<file path="src/rtl/shift_right_seq.sv">
// shift_right_seq: multi-cycle right shifter (logical / arithmetic).
// Resolves one bit of the shift amount per clock, LSB first, so the
// latency is always SHAMT_W cycles whatever the amount.
// Optional feature macro: SHIFT_RIGHT_ROTATE_EN adds a rotate-right
// mode selected by input rot (rot has priority over arith).
//
// Handshake: start is sampled only while busy=0; the operands are latched
// on that edge. done pulses for one cycle when res is updated, and busy is
// low in that same cycle, so a start held high then is taken immediately.
module shift_right_seq #(
  parameter int WIDTH   = 8,
  parameter int SHAMT_W = 3
) (
  input  logic               clk,
  input  logic               rst_n,
  input  logic               start,
  input  logic [WIDTH-1:0]   A,
  input  logic [SHAMT_W-1:0] B,
  input  logic               arith,
`ifdef SHIFT_RIGHT_ROTATE_EN
  input  logic               rot,
`endif
  output logic               busy,
  output logic               done,
  output logic [WIDTH-1:0]   res
);

  typedef enum logic {IDLE = 1'b0, SHIFT = 1'b1} state_t;

  localparam logic [SHAMT_W-1:0] LAST_STAGE = SHAMT_W'(SHAMT_W - 1);

  state_t               state;
  logic [WIDTH-1:0]     work;
  logic [SHAMT_W-1:0]   amt;
  logic                 fill;
  logic [SHAMT_W-1:0]   stage;
`ifdef SHIFT_RIGHT_ROTATE_EN
  logic                 rot_q;
`endif

  // Per-stage candidate result: stage k moves work right by 2^k.
  logic [WIDTH-1:0] cand [SHAMT_W];
  logic [WIDTH-1:0] step;

  for (genvar k = 0; k < SHAMT_W; k++) begin : g_stage
    localparam int SH = 1 << k;
`ifdef SHIFT_RIGHT_ROTATE_EN
    // Rotate feeds the bits falling off the bottom back into the top.
    always_comb begin
      if (rot_q) cand[k] = {work[SH-1:0], work[WIDTH-1:SH]};
      else       cand[k] = {{SH{fill}}, work[WIDTH-1:SH]};
    end
`else
    // Shift fills the vacated top bits with the latched fill bit.
    always_comb cand[k] = {{SH{fill}}, work[WIDTH-1:SH]};
`endif
  end

  // Apply the current stage only if its bit of the shift amount is set.
  always_comb begin
    step = work;
    if (amt[stage]) step = cand[stage];
  end

  // Control FSM with registered busy/done/res outputs.
  always_ff @(posedge clk or negedge rst_n) begin
    if (!rst_n) begin
      state <= IDLE;
      busy  <= 1'b0;
      done  <= 1'b0;
      res   <= '0;
      work  <= '0;
      amt   <= '0;
      fill  <= 1'b0;
      stage <= '0;
`ifdef SHIFT_RIGHT_ROTATE_EN
      rot_q <= 1'b0;
`endif
    end else begin
      done <= 1'b0;
      case (state)
        IDLE: begin
          if (start) begin
            work  <= A;
            amt   <= B;
            fill  <= arith & A[WIDTH-1];
            stage <= '0;
`ifdef SHIFT_RIGHT_ROTATE_EN
            rot_q <= rot;
`endif
            busy  <= 1'b1;
            state <= SHIFT;
          end
        end
        SHIFT: begin
          work  <= step;
          stage <= stage + 1'b1;
          if (stage == LAST_STAGE) begin
            res   <= step;
            done  <= 1'b1;
            busy  <= 1'b0;
            state <= IDLE;
          end
        end
        default: state <= IDLE;
      endcase
    end
  end

endmodule
</file>
<file path="config.mk">
export PLATFORM = sky130hd
export DESIGN_NAME = shift_right_seq
export DESIGN_NICKNAME = d
export VERILOG_FILES = /design/src/rtl/shift_right_seq.sv
export SDC_FILE = /design/constraint.sdc
export NUM_CORES = 1
export LEC_CHECK = 0
export ABC_AREA = 1
export CORE_AREA = 2 2 79 43
export CTS_BUF_LIST = sky130_fd_sc_hd__clkbuf_4 sky130_fd_sc_hd__clkbuf_8
export DETAILED_ROUTE_END_ITERATION = 12
export DIE_AREA = 0 0 81 45
export PLACE_DENSITY = 0.85
export SETUP_SLACK_MARGIN = 0.4
export SLEW_MARGIN = 5
export SYNTH_ARGS = -nofsm -noshare
export SYNTH_HDL_FRONTEND = slang
export SYNTH_SLANG_ARGS = --single-unit
export TNS_END_PERCENT = 100
</file>
<file path="constraint.sdc">
create_clock -name clk -period 1.6 [get_ports clk]
set_input_delay 0.48 -clock clk [delete_from_list [all_inputs] [get_ports clk]]
set_output_delay 0.48 -clock clk [all_outputs]
set_load 0.03 [all_outputs]
</file>
==> metrics.md <==
| Metric | Value |
|---|---|
| Largest net degree at the start of global routing | `27` |
| Number of enable flip-flop cells after synthesis | `0` |
| Number of max-slew violations in the final report | `0` |
| Largest fanout on the critical path | `2` |
| Seq/Total Area, Yosys | `a little under half` |
| Post-Syn Area per Cell | `between 7 and 8 sq um` |
| Root Driver | `clkbuf_8` |
| Worst-path cell chain | `buf_6` |
| #FFs+latches synth | `26` |
| # hold bufs at CTS | `0` |
| Number of port buffers | `24` |
| H-tree depth | `1` |
| Post-Synthesis Cells | `about 190` |
| Die ar. | `between 3000 and 4000 sq um` |
| Setup ws final | `289.2 ps` |
| CP endpoint kind | `output port` |
| Area delta synth->final | `50.57%` |
| DR vias | `1564` |
| Final setup skew | `between 3 and 4 ps` |
| Core area | `about 2900 sq um` |
| Initial Util | `slightly below 50%` |
| CTS tree | `done` |
| FF-to-FF setup slack | `310 ps` |
| Setup Crit Path Kind | `reg2out` |
| Critical Path RT | `1120 ps` |
| Vias in the first global route | `1375` |
| Post-synth top area share | `45.57%` |
| Gr usage total | `26.44%` |
| Fillers | `218` |
| Crit path launch type | `flip-flop` |
| Worst min path class | `reg2reg` |
| Routability cong. | `0.9077` |
| Post-DR wirelength/cell | `approximately 16 um` |
| P_leak | `1.074 nW` |
| Cell Pwr Density | `between 2000 and 2500 nW/um^2` |
| Inst Count DP | `261` |
| Antenna viol nets, final | `0` |
| Layout cells sized above 1 | `36.07%` |
| Hold Path Cell Cnt | `2` |
| Hold EP | `res[4]` |
| Most frequent cell after synthesis | `nand2_1` |
| Hold Violations, Final | `0` |
| Yosys Warn Count | `0` |
| Diode count | `0` |
| TritonRoute pass-1 iters | `5` |
| Syn Std Cell Area | `1428 sq um` |
| Global-route wire length before repair | `7065 um` |
| Rows | `14` |
| Crit-path slowest cell | `dfrtp_1` |
| RSZ-0062 raised after global routing | `true` |
| Leading cell types by count after synthesis | `89 x nand2_1, 26 x dfrtp_1, 24 x nand3_1, 19 x inv_1, 12 x o21ai_0` |
| Final min period | `1311 ps` |
| Slew headroom | `77.42%` |
| Die width | `81 um` |
| CTS buffer count | `3` |
| Finished Layout Cells | `284` |
| Hold Crit Start | `res[4]` |
| Max Cap Violations | `0` |
| Worst path arrival time | `830 ps` |
| Final Core Density | `73.92%` |
| Maximum root-to-sink buffer count | `2` |
| RR Endpoint | `res[1]` |
| Synth area leader | `dfrtp_1` |
| CP max stage delay | `410 ps` |
| Ranking of synthesized cells by area | `dfrtp_1 46%, nand2_1 23%, nand3_1 8.4%, inv_1 5.0%, o21ai_0 4.2%` |
| Setup WS pre-CTS | `-79.90 ps` |
| Synth async-reset ratio | `100.0%` |
| CP top delay family | `flip-flops` |
| Worst Path Buf+Inv | `1` |
| Peak VDD IR | `~1200 uV` |
| Net count, final | `262` |
| FF-to-FF Start | `stage[0]` |
| Skew-Pair Late Insertion Delay | `280 ps` |
| Via/cell ratio | `5.507` |
| Outcome | `finished, final reports clean` |
| # DRC | `0` |
| Synth unique cells | `18` |
| Synthesized net count | `211` |
| Synth Flop Type | `dfrtp_1` |
| Final period util | `81.92%` |
| Io pins | `25` |
| Die outline height | `45 um` |
| Initial DRC Count | `around 130` |
| Setup violators final | `0` |
| Reg clk slew, reported paths | `about 90 ps` |
| HPWL Detailed | `roughly 2500 um` |
| Grt total ovfl | `0` |
| Max frequency | `between 700 and 800 MHz` |
| Drt total wl | `4500 um` |
| Clock sink count | `26` |
| Reg2Reg Depth | `8` |
| Antenna violations before repair | `0` |
| Slew @ Worst Pin | `338.7 ps` |
area by class of cell:
class	instances	area, sq um	area share (%)
timing repair inverter	2	13.76	0.6403
sequential	26	654.4	30.44
tap	40	50.05	2.328
timing repair buffer	46	441.7	20.55
multi-input combinational	142	829.5	38.59
inverter	24	105.1	4.889
clock buffer	4	55.05	2.561
flip-flops by register name (all words and copies together), names as in the netlist:
| name | flops |
|---|---|
| busy | 1 |
| res | 8 |
| amt | 3 |
| work | 8 |
| done | 1 |
| state | 1 |
| stage | 3 |
| fill | 1 |
power by group:
| part | internal [mW] | switching (mW) | leakage [nW] | total (mW) |
|---|---|---|---|---|
| registers | 0.980 | 0.290 | 0.323 | 1.27 |
| clock network | 0.221 | 0.218 | 0.0288 | 0.438 |
| logic | 1.30 | 1.97 | 0.723 | 3.27 |
| total | 2.50 | 2.48 | 1.07 | 4.98 |
per-stage QoR:
step	power, mW	hold WS [ps]	setup TNS (ps)	cell area, sq um
global route	5.282	540.6	0	2150
finish	4.978	508.8	0	2150
CTS	4.589	507.8	0	2054
floorplan	2.774	184.4	0	1443
detailed placement	3.481	465.9	-305.6	1764
global placement	3.424	462.7	-39.26	1764
how the worst max path moves through the flow:
stage                  start  cells past startpoint       to
floorplan           stage[0]                      7   res[3]
global placement       start                      6  work[2]
detailed placement     start                      6  work[1]
CTS                   res[6]                      1   res[6]
global route        stage[0]                      8   res[0]
finish                res[6]                      1   res[6]
logic make-up (layout without fill, tap and decap cells):
kind of cell | after synthesis | in the layout | synth area share (%)
simple gates | 120 | 123 | 36.72
buf+inv | 29 | 76 | 9.378
flops | 26 | 26 | 45.57
compound gates | 17 | 17 | 6.574
fa+ha+maj | 2 | 2 | 1.753
per-layer routing:
metal  vias to the layer above  wire [um]  share of wire [%]  global-route usage (%)
li1                        715          -                  -                       -
met1                       744       2001                 44                   41.15
met2                        95       2031                 45                   39.67
met3                        10        415                9.2                   4.400
met4                         0         52                1.2                   4.068
met5                         -          0                  0                       0
worst min-delay path, delay by kind of cell (launching register included):
kind             cells  cell delay, ps
AND/OR/NAND/NOR      2             120
flip-flops           1             370
cells in the final DEF, fill, tap and decap left out, drive strengths merged:
cell,n
a22o,2
buf,32
clkbuf,4
clkdlybuf4s50,13
clkinv,1
clkinvlp,1
dfrtp,26
dlygate4sd2,1
ha,2
inv,24
nand2,91
nand3,30
nor2,2
o21ai,14
o22ai,1
what timing repair did:
item                       4_1_cts  5_1_grt
gates resized for setup        104       24
gates cloned                     6        0
setup endpoints to repair       32       29
pin swaps                       10        9
buffers inserted                 9        4
(Power assumes the default switching activity.)
